### src/rtl/paula_audio_mixer_seq_if.sv
// Mixer request/result bundle between the Paula channel logic and the mixer.
//   master : drives mix_req, aen, sample0-3, vol0-3; receives the mix results
//   slave  : the mixer itself; receives the channel inputs and drives
//            ldatasum, rdatasum, mix_done, busy and overrun
interface paula_audio_mixer_seq_if #(
  parameter int SAMPLE_W = 8,
  parameter int VOL_W    = 7,
  parameter int OUT_W    = 15
);
  logic                mix_req;
  logic [3:0]          aen;
  logic [SAMPLE_W-1:0] sample0, sample1, sample2, sample3;
  logic [VOL_W-1:0]    vol0, vol1, vol2, vol3;
  logic [OUT_W-1:0]    ldatasum, rdatasum;
  logic                mix_done, busy, overrun;

  modport master (
    output mix_req, aen, sample0, sample1, sample2, sample3, vol0, vol1, vol2, vol3,
    input  ldatasum, rdatasum, mix_done, busy, overrun
  );
  modport slave (
    input  mix_req, aen, sample0, sample1, sample2, sample3, vol0, vol1, vol2, vol3,
    output ldatasum, rdatasum, mix_done, busy, overrun
  );
endinterface

### src/rtl/paula_audio_mixer_seq.sv
// Paula four-channel volume scaler and stereo summer (left = ch0+ch3,
// right = ch1+ch2). One shared signed multiplier is stepped through the four
// channels by a six-state sequencer that advances only on clk7_en ticks.
//   clk, reset_n : bus clock, async active-low reset
//   clk7_en      : tick enable; every register holds while low
//   bus          : slave side of paula_audio_mixer_seq_if (request, channel
//                  samples/volumes, mix results and status)
module paula_audio_mixer_seq #(
  parameter int SAMPLE_W = 8,
  parameter int VOL_W    = 7,
  parameter int OUT_W    = 15,
  parameter int VOL_MAX  = 64
) (
  input  logic clk,
  input  logic reset_n,
  input  logic clk7_en,
  paula_audio_mixer_seq_if.slave bus
);

  typedef enum logic [2:0] {IDLE, L0, L3, R1, R2, COMMIT} state_t;

  state_t state_q, state_d;

  logic [3:0][SAMPLE_W-1:0] in_s, snap_s;
  logic [3:0][VOL_W-1:0]    in_v, eff_v, snap_v;

  logic signed [OUT_W-1:0] acc_l, acc_r, ldat_q, rdat_q;
  logic signed [OUT_W-1:0] mul_a, mul_b, prod;
  logic signed [SAMPLE_W-1:0] mul_s;
  logic [VOL_W-1:0]           mul_v;
  logic [1:0] sel;
  logic       snap_en, pending, overrun_q, done_q, busy_q;

  assign in_s = {bus.sample3, bus.sample2, bus.sample1, bus.sample0};
  assign in_v = {bus.vol3, bus.vol2, bus.vol1, bus.vol0};

  // Effective volume: disabled channel -> 0, any value with the MSB set
  // (64..127) clamps to full scale, otherwise pass through.
  for (genvar ch = 0; ch < 4; ch++) begin : g_effvol
    assign eff_v[ch] = !bus.aen[ch]          ? '0 :
                       in_v[ch][VOL_W-1]     ? VOL_W'(VOL_MAX) :
                                               in_v[ch];
  end

  // Shared multiplier operand select follows the sequencer order 0,3,1,2.
  always_comb begin
    sel = 2'd0;
    case (state_q)
      L3:      sel = 2'd3;
      R1:      sel = 2'd1;
      R2:      sel = 2'd2;
      default: sel = 2'd0;
    endcase
  end

  assign mul_s = snap_s[sel];
  assign mul_v = snap_v[sel];
  // Sample is sign-extended, volume zero-extended; the true product fits in
  // OUT_W bits so truncating the multiply result loses nothing.
  assign mul_a = OUT_W'(mul_s);
  assign mul_b = OUT_W'(mul_v);
  assign prod  = mul_a * mul_b;

  always_ff @(posedge clk or negedge reset_n) begin
    if (!reset_n) state_q <= IDLE;
    else if (clk7_en) state_q <= state_d;
  end

  always_comb begin
    state_d = state_q;
    snap_en = 1'b0;
    case (state_q)
      IDLE:   if (bus.mix_req) begin state_d = L0; snap_en = 1'b1; end
      L0:     state_d = L3;
      L3:     state_d = R1;
      R1:     state_d = R2;
      R2:     state_d = COMMIT;
      COMMIT: if (pending || bus.mix_req) begin
                state_d = L0;
                snap_en = 1'b1;
              end else begin
                state_d = IDLE;
              end
      default: state_d = IDLE;
    endcase
  end

  always_ff @(posedge clk or negedge reset_n) begin
    if (!reset_n) begin
      snap_s    <= '0;
      snap_v    <= '0;
      acc_l     <= '0;
      acc_r     <= '0;
      ldat_q    <= '0;
      rdat_q    <= '0;
      done_q    <= 1'b0;
      busy_q    <= 1'b0;
      pending   <= 1'b0;
      overrun_q <= 1'b0;
    end else if (clk7_en) begin
      if (snap_en) begin
        snap_s <= in_s;
        snap_v <= eff_v;
      end
      done_q <= (state_q == COMMIT);
      busy_q <= (state_d != IDLE);
      case (state_q)
        L0: acc_l <= prod;
        L3: acc_l <= acc_l + prod;
        R1: acc_r <= prod;
        R2: acc_r <= acc_r + prod;
        COMMIT: begin
          ldat_q <= acc_l;
          rdat_q <= acc_r;
        end
        default: ;
      endcase
      // One-deep request queue while a round is in flight. In COMMIT the
      // queued request is consumed; a fresh request arriving alongside it
      // has nowhere to go and is counted as dropped.
      if (state_q inside {L0, L3, R1, R2}) begin
        if (bus.mix_req) begin
          if (pending) overrun_q <= 1'b1;
          else         pending   <= 1'b1;
        end
      end else if (state_q == COMMIT) begin
        if (pending && bus.mix_req) overrun_q <= 1'b1;
        pending <= 1'b0;
      end
    end
  end

  assign bus.ldatasum = ldat_q;
  assign bus.rdatasum = rdat_q;
  assign bus.mix_done = done_q;
  assign bus.busy     = busy_q;
  assign bus.overrun  = overrun_q;

endmodule

### src/flat_wrapper.sv
// flat-port wrapper written by rule: the top's interface ports become plain ports
module paula_audio_mixer_seq_flat 
#(
  parameter int SAMPLE_W = 8,
  parameter int VOL_W    = 7,
  parameter int OUT_W    = 15,
  parameter int VOL_MAX  = 64
)
  (clk, reset_n, clk7_en, bus_mix_req, bus_aen, bus_sample0, bus_sample1, bus_sample2, bus_sample3, bus_vol0, bus_vol1, bus_vol2, bus_vol3, bus_ldatasum, bus_rdatasum, bus_mix_done, bus_busy, bus_overrun);
  paula_audio_mixer_seq_if #(.SAMPLE_W(SAMPLE_W), .VOL_W(VOL_W), .OUT_W(OUT_W)) bus_i ();
  input  logic clk;
  input  logic reset_n;
  input  logic clk7_en;
  input wire logic [$bits(bus_i.mix_req)-1:0] bus_mix_req;
  input wire logic [$bits(bus_i.aen)-1:0] bus_aen;
  input wire logic [$bits(bus_i.sample0)-1:0] bus_sample0;
  input wire logic [$bits(bus_i.sample1)-1:0] bus_sample1;
  input wire logic [$bits(bus_i.sample2)-1:0] bus_sample2;
  input wire logic [$bits(bus_i.sample3)-1:0] bus_sample3;
  input wire logic [$bits(bus_i.vol0)-1:0] bus_vol0;
  input wire logic [$bits(bus_i.vol1)-1:0] bus_vol1;
  input wire logic [$bits(bus_i.vol2)-1:0] bus_vol2;
  input wire logic [$bits(bus_i.vol3)-1:0] bus_vol3;
  output wire logic [$bits(bus_i.ldatasum)-1:0] bus_ldatasum;
  output wire logic [$bits(bus_i.rdatasum)-1:0] bus_rdatasum;
  output wire logic [$bits(bus_i.mix_done)-1:0] bus_mix_done;
  output wire logic [$bits(bus_i.busy)-1:0] bus_busy;
  output wire logic [$bits(bus_i.overrun)-1:0] bus_overrun;
  assign bus_i.mix_req = bus_mix_req;
  assign bus_i.aen = bus_aen;
  assign bus_i.sample0 = bus_sample0;
  assign bus_i.sample1 = bus_sample1;
  assign bus_i.sample2 = bus_sample2;
  assign bus_i.sample3 = bus_sample3;
  assign bus_i.vol0 = bus_vol0;
  assign bus_i.vol1 = bus_vol1;
  assign bus_i.vol2 = bus_vol2;
  assign bus_i.vol3 = bus_vol3;
  assign bus_ldatasum = bus_i.ldatasum;
  assign bus_rdatasum = bus_i.rdatasum;
  assign bus_mix_done = bus_i.mix_done;
  assign bus_busy = bus_i.busy;
  assign bus_overrun = bus_i.overrun;
  paula_audio_mixer_seq #(.SAMPLE_W(SAMPLE_W), .VOL_W(VOL_W), .OUT_W(OUT_W), .VOL_MAX(VOL_MAX)) u_core (.clk(clk), .reset_n(reset_n), .clk7_en(clk7_en), .bus(bus_i));
endmodule
### config.mk
export PLATFORM = sky130hd
export DESIGN_NAME = paula_audio_mixer_seq_flat
export DESIGN_NICKNAME = d
export VERILOG_FILES = /design/src/rtl/paula_audio_mixer_seq_if.sv /design/src/rtl/paula_audio_mixer_seq.sv /design/src/flat_wrapper.sv
export SDC_FILE = /design/constraint.sdc
export NUM_CORES = 1
export LEC_CHECK = 0
export BUFFER_PORTS_ARGS = -buffer_cell sky130_fd_sc_hd__buf_2
export CELL_PAD_IN_SITES_DETAIL_PLACEMENT = 2
export CELL_PAD_IN_SITES_GLOBAL_PLACEMENT = 2
export CORE_ASPECT_RATIO = 0.75
export CORE_MARGIN = 2
export CORE_UTILIZATION = 38
export CTS_CLUSTER_DIAMETER = 60
export DETAILED_ROUTE_END_ITERATION = 7
export HOLD_SLACK_MARGIN = 0.12
export PLACE_DENSITY = 0.86
export SKIP_LAST_GASP = 1
export SLEW_MARGIN = 20
export SYNTH_ARGS = -nofsm -noshare
export SYNTH_HDL_FRONTEND = slang
export SYNTH_SLANG_ARGS = --single-unit
### constraint.sdc
create_clock -name clk -period 9.3 [get_ports clk]
set_input_delay 1.86 -clock clk [delete_from_list [all_inputs] [get_ports clk]]
set_output_delay 1.86 -clock clk [all_outputs]
set_load 0.1 [all_outputs]
# Word level (Yosys, flattened, before mapping)
# Cells that the tools add are included.
[op_classes]
add_sub_neg = 2
multipliers = 1
n_lt_le_gt_ge = 1
n_eq_ne = 7
n_mux = 29
n_reduce_logical = 15
[ops]
columns = ["op", "count"]
rows = [
  ["$mux 7", 9],
  ["$pmux 15 s2", 2],
  ["$add 15x15->15", 2],
  ["$pmux 3 s6", 1],
  ["$bmux 8 s2", 1],
  ["$mul 8x8->15", 1],
  ["$bmux 7 s2", 1],
  ["$mux 1", 11],
  ["$mux 8", 1],
  ["$reduce_and 2->1", 4],
  ["$reduce_bool 2->1", 4],
  ["$eq 3x2->1 const B", 2],
  ["$eq 3x3->1 const B", 2],
  ["$pmux 2 s3", 1],
  ["$reduce_and 5->1", 1],
  ["$reduce_bool 4->1", 1],
  ["$eq 3x1->1 const B", 1],
  ["$logic_not 3->1", 1],
  ["$lt 2x3->1 const B", 1],
  ["$mux 3", 1],
  ["$reduce_and 3->1", 1],
  ["$reduce_bool 3->1", 1],
  ["$ne 2x1->1 const B", 1],
  ["$ne 2x2->1 const B", 1],
  ["other kinds (3)", 3],
]
[totals]
ff_bits = 127
output_inout_bits = 33

# Longest topological paths before layout
# Gate-level depths: netlist (run 1).
[logic_depth]
word_depth = 7
mapped_depth = 32
mapped_depth_nobuf = 28

# Worst setup path before layout (run 1)
# OpenSTA, ideal clock, no wires.
[synth_path]
path_kind = "register -> register"
startpoint = "register u_core.state_q[1]"
endpoint = "register u_core.acc_r[14]"
setup_time_ps = 131
arrival_ps = 6410
slack_ps = 2759
path_stages_with_launch = 30
n_path_buf = 2
synth_period_minus_slack_ps = 6541
cell_sequence = "dfrtp_1 > buf_4 > nand2b_1 > a21oi_1 > buf_2 > mux2_2 > a21oi_1 > nor2_1 > fa_1 > inv_1 > fa_1 > inv_1 > fa_1 > inv_1 > fa_1 > inv_1 > ha_1 > inv_1 > o22ai_1 > nor2_1 > xnor2_1 > ha_1 > nand4_1 > or3_1 > o31a_1 > a31o_2 > o21ai_1 > nor4b_1 > a31oi_1 > nand4_1"
[synth_between]
elab_chain_cells = 7
elab_cells_between_ends = 13
cone_classes = "add/sub (1); mul (1); eq/ne (3); mux (6); reduce/logical (2)"
[synth_lines]
columns = ["item", "line", "text"]
rows = [
  ["from (decl)", "paula_audio_mixer_seq.sv:22", "state_t state_q, state_d;"],
  ["from (signal assigned)", "paula_audio_mixer_seq.sv:66", "else if (clk7_en) state_q <= state_d;"],
  ["$eq 3x3->1, or another cell as far along", "paula_audio_mixer_seq.sv:48, paula_audio_mixer_seq.sv:107", ""],
  ["$pmux 2 s3", "paula_audio_mixer_seq.sv:48", "case (state_q)"],
  ["$bmux 8 s2 / $bmux 7 s2 (equally long branches)", "paula_audio_mixer_seq.sv:56, paula_audio_mixer_seq.sv:57", ""],
  ["$mux 8 (not written as such) / $mux 7 (equally long branches)", "paula_audio_mixer_seq.sv:56, paula_audio_mixer_seq.sv:57", ""],
  ["$mul 8x8->15", "paula_audio_mixer_seq.sv:62", "assign prod = mul_a * mul_b;"],
  ["$add 15x15->15", "paula_audio_mixer_seq.sv:111", "R2: acc_r <= acc_r + prod;"],
  ["$pmux 15 s2", "paula_audio_mixer_seq.sv:107", "case (state_q)"],
  ["to (signal assigned)", "paula_audio_mixer_seq.sv:110", "R1: acc_r <= prod;"],
  ["to (signal assigned)", "paula_audio_mixer_seq.sv:111", ""],
  ["to (decl)", "paula_audio_mixer_seq.sv:27", "logic signed [OUT_W-1:0] acc_l, acc_r, ldat_q, rdat_q;"],
]
# Parallel ways exist; a longest one is shown, timed or not. The select of a mux whose other input is x is not followed.
# A chain may end at the register's enable or synchronous reset.

# Final worst setup path (run 1)
[layout_path]
startpoint = "register u_core.state_q[2]"
endpoint = "register u_core.acc_l[14]"
[layout_between]
elab_chain_cells = 7
elab_cells_between_ends = 14
cone_classes = "add/sub (1); mul (1); eq/ne (4); mux (6); reduce/logical (2)"
[layout_lines]
columns = ["item", "line", "text"]
rows = [
  ["$eq 3x3->1, or another cell as far along", "paula_audio_mixer_seq.sv:48", ""],
  ["$pmux 2 s3", "paula_audio_mixer_seq.sv:48", ""],
  ["$bmux 8 s2 / $bmux 7 s2 (equally long branches)", "paula_audio_mixer_seq.sv:56, paula_audio_mixer_seq.sv:57", ""],
  ["$mux 8 (not written as such) / $mux 7 (equally long branches)", "paula_audio_mixer_seq.sv:56, paula_audio_mixer_seq.sv:57", ""],
  ["$mul 8x8->15", "paula_audio_mixer_seq.sv:62", ""],
  ["$add 15x15->15", "paula_audio_mixer_seq.sv:109", "L3: acc_l <= acc_l + prod;"],
  ["$pmux 15 s2", "paula_audio_mixer_seq.sv:107", ""],
  ["to (signal assigned)", "paula_audio_mixer_seq.sv:108", "L0: acc_l <= prod;"],
  ["to (signal assigned)", "paula_audio_mixer_seq.sv:109", ""],
  ["to (decl)", "paula_audio_mixer_seq.sv:27", ""],
]
# Parallel ways exist; a longest one is shown, timed or not. The select of a mux whose other input is x is not followed.

==> impl_metrics.env, run 1 <==
export IMPL_dp_cells=1330
export IMPL_fillers=2508
export IMPL_slowest_stage="a21oi_1"
export IMPL_worst_setup_path_type="reg2reg"
export IMPL_worst_pin_slew_ns=0.932
export IMPL_ant_nets=0
export IMPL_crit_top_cell="inv_1"
export IMPL_wirelength_mm=30.2
export IMPL_synth_nets=1126
export IMPL_drc=0
export IMPL_slew_headroom=0.377
export IMPL_crit_buf_inv=7
export IMPL_cts_setup_buffers=0
export IMPL_ys_seq_area_frac=0.353
export IMPL_finalMaxSlewViolations=0
export IMPL_avgSynthCellArea_um2=9.47
export IMPL_synth_top_family_by_area="adder cells"
export IMPL_drtIter0Drc=420
export IMPL_routabilityCongestion=0.827
export IMPL_yosysUniqueCellTypes=53
export IMPL_crit_path_start="u_core.state_q[2]$_DFFE_PN0P_"
export IMPL_dr_total_vias=7519
export IMPL_insertion_delay_ns=0.44
export IMPL_clock_root_buffer="clkbuf_16"
export IMPL_required_ns=9.62
export IMPL_crit_arrival_ns=9.13
export IMPL_crit_path_end_kind="flop"
export IMPL_wl_per_cell_um=22.2
export IMPL_rows=48
export IMPL_status="complete, no violations"
export IMPL_synth_compound_area_frac=0.142
export IMPL_hold_start="u_core.snap_v[15]$_DFFE_PN0P_"
export IMPL_fmaxAchievable_mhz=113
export IMPL_overflow=0
export IMPL_holdPathStages=2
export IMPL_grt_first_pass_wirelength_mm=49.1
export IMPL_cp_max_fo=25
export IMPL_r2r_start="u_core.state_q[2]$_DFFE_PN0P_"
export IMPL_start_util=0.390
export IMPL_hold_path_class="reg2reg"
export IMPL_async_reset_ff_frac=1.00
export IMPL_cts_resized=0
export IMPL_postSynthCellCount=952
export IMPL_yosysWarningCount=0
export IMPL_cpLargestDelayFamily="adder cells"
export IMPL_portBuffers=100
export IMPL_drive_gt1_frac=0.224
export IMPL_dp_hpwl_mm=21.2
export IMPL_r2r_cells=29
export IMPL_synth_area_um2=9010
export IMPL_max_stage_delay_ns=0.61
export IMPL_synth_enable_flop_cells=0
export IMPL_preCtsSetupSlack_ns=0.707
export IMPL_core_um2=23100
export IMPL_dieArea_um2=25000
export IMPL_setup_viol=0
export IMPL_h_tree_depth=4
export IMPL_cts_buffers_inserted=17
export IMPL_cts_buffer_depth=2
export IMPL_path_clk_slew_ns=0.06
export IMPL_synthAdderAreaFrac=0.185
export IMPL_fin_ws_ns=0.482
export IMPL_r2r_end="u_core.acc_l[14]$_DFFE_PN0P_"
export IMPL_cts_tree="yes"
export IMPL_synthMuxAreaShare=0.103
export IMPL_io_pins=101
export IMPL_numClockSinks=127
export IMPL_antenna_found_initial=0
export IMPL_fin_cells=1361
export IMPL_period_share=0.948
export IMPL_synthFlopType="dfrtp_1"
export IMPL_synth_xor_area_share=0.0339
export IMPL_rsz0062_at_grt="no"
export IMPL_fin_skew_ns=0.0128
export IMPL_synth_seq_cells=127
export IMPL_drt_pass1_iterations=5
export IMPL_period_needed_ns=8.82
export IMPL_reg2reg_slack_ns=0.48
export IMPL_nets=1223
export IMPL_track_usage=0.258
export IMPL_diodes=0
export IMPL_start_kind="flop"
export IMPL_cap_violations=0
export IMPL_synth_simple_area_share=0.128
export IMPL_fin_tns_setup_ns=0
export IMPL_cts_hold_buf=0
export IMPL_grt_pass1_vias=8676
export IMPL_die_x_um=182
export IMPL_syn2layout_area_growth_pct=15.9
export IMPL_vias_per_cell=5.52
export IMPL_whs_endpoint="u_core.snap_v[15]$_DFFE_PN0P_"
export IMPL_hold_viol_final=0
export IMPL_die_y_um=137
export IMPL_grt_max_degree=89
worst reg2reg max path, delay by kind of cell (launching register included):
| kind | cells | cell delay [ns] |
|---|---|---|
| xor gates and xnor gates | 1 | 0.58 |
| AOI/OAI and AO/OA | 7 | 2.34 |
| buffers and inverters | 7 | 0.94 |
| DFF | 1 | 0.51 |
| muxes | 1 | 0.36 |
| and+or+nand+nor | 7 | 1.08 |
| adders and majority gates | 6 | 2.89 |
registers in the layout (all words and copies together) (netlist names):
register	count
u_core.acc_l	15
u_core.acc_r	15
u_core.bus.busy	1
u_core.bus.ldatasum	15
u_core.bus.mix_done	1
u_core.bus.overrun	1
u_core.bus.rdatasum	15
u_core.pending	1
u_core.snap_s	32
u_core.snap_v	28
u_core.state_q	3
layer usage:
layer | track usage | vias to the layer above | part of all wire
li1 | - | 3428 | -
met1 | 0.319 | 3901 | 0.44
met2 | 0.456 | 145 | 0.49
met3 | 0.0494 | 45 | 0.039
met4 | 0.0885 | 0 | 0.025
met5 | 0 | - | 0
logic make-up (layout without fill, tap and decap cells):
logic type	count (synthesis)	after routing
AO/OA/AOI/OAI	213	213
adder cells (fa/ha/maj)	106	106
flip-flops	127	127
buffers and inverters	126	235
AND/OR/NAND/NOR	263	263
multiplexers	83	83
XOR/XNOR	34	34
worst max-delay path by stage:
stage | endpoint | slack, ns | cells after the start
after global routing | u_core.acc_l[14]$_DFFE_PN0P_ | 0.16 | 29
after floorplan | u_core.acc_r[14]$_DFFE_PN0P_ | 2.76 | 29
final | u_core.acc_l[14]$_DFFE_PN0P_ | 0.48 | 29
after detailed placement | u_core.acc_l[14]$_DFFE_PN0P_ | 0.71 | 29
after CTS | u_core.acc_l[14]$_DFFE_PN0P_ | 0.30 | 29
after global placement | u_core.acc_l[13]$_DFFE_PN0P_ | 1.13 | 25
synthesized netlist by cell type, types with 10 or more instances:
| library cell | n | area [um^2] |
|---|---|---|
| nor3_1 | 15 | 75.1 |
| xnor2_1 | 22 | 193 |
| nor2_1 | 91 | 342 |
| a22oi_1 | 16 | 120 |
| clkbuf_1 | 17 | 63.8 |
| ha_1 | 60 | 751 |
| nand2_1 | 99 | 372 |
| a21oi_1 | 58 | 290 |
| o21ai_0 | 67 | 335 |
| mux2_2 | 75 | 845 |
| a31oi_1 | 10 | 62.6 |
| dfrtp_1 | 127 | 3180 |
| a21o_1 | 15 | 113 |
| inv_1 | 91 | 342 |
| fa_1 | 46 | 921 |
| xor2_1 | 11 | 96.3 |
placed cells by master (no fill, tap or decap), types with 11 or more instances in the layout:
master / count
a21o_1: 15
a21oi_1: 57
a22oi_1: 16
buf_2: 99
buf_4: 14
clkbuf_16: 17
dfrtp_1: 127
fa_1: 46
ha_1: 60
inv_1: 91
mux2_2: 75
nand2_1: 98
nor2_1: 91
nor3_1: 15
o21ai_0: 67
xnor2_1: 22
xor2_1: 11
stage by stage:
stage           util  hold slack, ns  area (um^2)
2_1_floorplan      -           0.443         9010
3_3_place_gp   0.426           0.459         9850
3_5_place_dp   0.426           0.475         9850
4_1_cts        0.451           0.491        10400
5_1_grt        0.452           0.509        10400
6_report       0.452           0.486        10400
final cells by class:
| class | instances | area [um^2] | area share |
|---|---|---|---|
| repair buffers | 113 | 601 | 0.0575 |
| clock buffers | 19 | 453 | 0.0434 |
| inverters | 91 | 342 | 0.0327 |
| flip-flops and latches | 127 | 3180 | 0.304 |
| multi-input cells | 699 | 5360 | 0.513 |
| clock inverters | 12 | 136 | 0.0131 |
| well taps | 300 | 375 | 0.0359 |
Power of run 1 is left out: the tool's default activity adds up to more than one toggle a clock period on the data nets, which glitch-free logic cannot reach.
==> run 2, diff against run 1 <==
--- a/config.mk
+++ b/config.mk
@@ -5,12 +5,13 @@
 export SDC_FILE = /design/constraint.sdc
 export NUM_CORES = 1
 export LEC_CHECK = 0
+export ABC_AREA = 1
 export BUFFER_PORTS_ARGS = -buffer_cell sky130_fd_sc_hd__buf_2
 export CELL_PAD_IN_SITES_DETAIL_PLACEMENT = 2
 export CELL_PAD_IN_SITES_GLOBAL_PLACEMENT = 2
 export CORE_ASPECT_RATIO = 0.75
 export CORE_MARGIN = 2
-export CORE_UTILIZATION = 38
+export CORE_UTILIZATION = 35
 export CTS_CLUSTER_DIAMETER = 60
 export DETAILED_ROUTE_END_ITERATION = 7
 export HOLD_SLACK_MARGIN = 0.12
==> run 2 against run 1 <==
Compared with the run above:
- the run now ends with design-rule violations left
- via count rose by 22%
- clock-buffer cell count increased by 2
- global-route usage increased by 1.6 points
- register-to-register slack gained 0.62 ns
- sequential share of layout area fell by 1.4 points
- synthesized cell count increased by 34%
- routed wire length up 23%
- non-clock buffer count is 5 lower
- area after synthesis is 5.6% higher
- flip-flop and latch count stayed put
- setup slack better by 0.62 ns
- critical path type unchanged
==> impl_metrics.env, run 2 <==
export IMPL_status="finished, violations left"
export IMPL_violations="design-rule violations"
export IMPL_crit_path_start="u_core.state_q[1]$_DFFE_PN0P_"
export IMPL_drt_pass1_iterations=7
export IMPL_period_needed_ns=8.20
export IMPL_hold_start="u_core.bus.rdatasum[4]$_DFFE_PN0P_"
export IMPL_track_usage=0.274
export IMPL_wirelength_mm=37.1
export IMPL_syn2layout_area_growth_pct=15.1
export IMPL_grt_pass1_vias=10600
export IMPL_die_x_um=194
export IMPL_synthMuxAreaShare=0
export IMPL_synth_simple_area_share=0.248
export IMPL_wl_per_cell_um=21.4
export IMPL_hold_path_class="reg2reg"
export IMPL_crit_end="u_core.acc_r[13]$_DFFE_PN0P_"
export IMPL_fillers=3145
export IMPL_setup_viol=0
export IMPL_overflow=0
export IMPL_nets=1542
export IMPL_antenna_found_initial=1
export IMPL_vias_per_cell=5.29
export IMPL_required_ns=9.68
export IMPL_fin_area_um2=11000
export IMPL_clock_root_buffer="clkbuf_16"
export IMPL_regMostFlops="u_core.snap_s"
export IMPL_io_pins=101
export IMPL_largest_reg_flops=32
export IMPL_die_y_um=147
export IMPL_drtIter0Drc=522
export IMPL_slew_headroom=0.357
export IMPL_slowest_stage="nand2_2"
export IMPL_cp_max_fo=23
export IMPL_synth_enable_flop_cells=0
export IMPL_final_cell_mix="nand2_1 (356), inv_1 (194), dfrtp_1 (127), o21ai_0 (102), buf_2 (99)"
export IMPL_portBuffers=100
export IMPL_diodes=0
export IMPL_finalMaxSlewViolations=0
export IMPL_ant_nets=0
export IMPL_biggestRegsByFlops="u_core.snap_s x32, u_core.snap_v x28"
export IMPL_numClockSinks=127
export IMPL_synth_most_common_cell="nand2_1"
export IMPL_start_util=0.354
export IMPL_max_stage_delay_ns=0.62
export IMPL_avgSynthCellArea_um2=7.46
export IMPL_synth_common_cells="nand2_1 (356), inv_1 (194), dfrtp_1 (127), o21ai_0 (102), nand3_1 (91)"
export IMPL_routabilityCongestion=0.861
export IMPL_hold_viol_final=0
export IMPL_reg2reg_slack_ns=1.10
export IMPL_cts_buffer_depth=2
export IMPL_cts_resized=0
export IMPL_rsz0062_at_grt="no"
export IMPL_period_share=0.882
export IMPL_crit_arrival_ns=8.58
export IMPL_crit_path_end_kind="flop"
export IMPL_placed_area_um2=10400
export IMPL_synth_area_um2=9520
export IMPL_synth_xor_area_share=0.0138
export IMPL_cap_violations=0
export IMPL_worst_setup_path_type="reg2reg"
export IMPL_dieArea_um2=28500
export IMPL_grt_first_pass_wirelength_mm=60.0
export IMPL_worst_pin_slew_ns=0.962
export IMPL_fmaxAchievable_mhz=122
export IMPL_synthAdderAreaFrac=0.176
export IMPL_r2r_end="u_core.acc_r[13]$_DFFE_PN0P_"
export IMPL_r2r_start="u_core.state_q[1]$_DFFE_PN0P_"
export IMPL_path_clk_slew_ns=0.06
export IMPL_final_common_cell="nand2_1"
export IMPL_h_tree_depth=4
export IMPL_insertion_delay_ns=0.45
export IMPL_cts_setup_buffers=0
export IMPL_postSynthCellCount=1276
export IMPL_cts_tree="yes"
export IMPL_synthFlopType="dfrtp_1"
export IMPL_dp_hpwl_mm=27.0
export IMPL_start_kind="flop"
export IMPL_yosysUniqueCellTypes=44
export IMPL_ys_seq_area_frac=0.334
export IMPL_synth_top_area_frac=0.334
export IMPL_fin_skew_ns=0.0113
export IMPL_rows=52
export IMPL_fin_tns_setup_ns=0
export IMPL_drive_gt1_frac=0.128
export IMPL_synthTopCellsByArea="dfrtp_1 (33%), nand2_1 (14%), fa_1 (9.7%)"
export IMPL_cts_buffers_inserted=17
export IMPL_synth_nets=1450
export IMPL_synth_seq_cells=127
export IMPL_cts_hold_buf=0
export IMPL_grt_max_degree=87
export IMPL_async_reset_ff_frac=1.00
export IMPL_r2r_cells=33
export IMPL_synth_top_family_by_area="simple AND/OR/NAND/NOR gates"
export IMPL_crit_top_cell="nand2_1"
export IMPL_drc=8
export IMPL_dr_total_vias=9164
export IMPL_synth_top_area_cell="dfrtp_1"
export IMPL_synth_compound_area_frac=0.128
export IMPL_core_um2=26900
export IMPL_yosysWarningCount=0
run 2: layout make-up:
cell class / count / area, um^2 / share of cell area
Timing Repair Buffer: 108 / 563 / 0.0514
Clock buffer: 21 / 470 / 0.0430
Multi-Input combinational cell: 903 / 5380 / 0.491
Clock inverter: 11 / 129 / 0.0118
Inverter: 211 / 792 / 0.0723
Tap cell: 351 / 439 / 0.0401
Sequential cell: 127 / 3180 / 0.290
run 2: stage by stage:
step	utilization	hold slack (ns)	instances	worst slack (ns)
after floorplan	-	0.441	1276	3.49
final	0.408	0.484	1732	1.10
after detailed placement	0.385	0.468	1700	1.44
after global routing	0.408	0.509	1732	0.608
after global placement	0.385	0.464	1700	1.97
after CTS	0.408	0.492	1732	1.13
run 2: logic make-up (layout without fill, tap and decap cells):
kind of cell / after synthesis / in the layout
DFF: 127 / 127
xor gates and xnor gates: 15 / 15
buffers and inverters: 246 / 351
and+or+nand+nor: 572 / 572
AOI/OAI and AO/OA: 210 / 210
adders and majority gates: 106 / 106
run 2: worst max-delay path, delay by kind of cell, from the launching register on:
family,cells,cell delay [ns]
AO/OA/AOI/OAI,3,0.99
adder cells (fa/ha/maj),6,2.78
buffers and inverters,5,0.54
flip-flops,1,0.43
AND/OR/NAND/NOR,19,3.36
run 2: routing by layer:
layer  GRT usage  routed length, um  vias to the layer above
met5           0                  0                        -
met1       0.359              17000                     4657
met4       0.105               1090                        0
met2       0.448              17200                      216
met3      0.0558               1800                       65
li1            -                  -                     4226
run 2: worst min path at each step:
stage	end	slack [ns]	cells after the start
2_1_floorplan	u_core.snap_s[28]$_DFFE_PN0P_	0.44	2
3_3_place_gp	u_core.bus.rdatasum[13]$_DFFE_PN0P_	0.46	2
3_5_place_dp	u_core.bus.rdatasum[8]$_DFFE_PN0P_	0.47	2
4_1_cts	u_core.bus.rdatasum[4]$_DFFE_PN0P_	0.49	2
5_1_grt	u_core.bus.overrun$_DFFE_PN0P_	0.51	1
6_report	u_core.bus.rdatasum[4]$_DFFE_PN0P_	0.48	2
Power of run 2 is left out for the same reason.
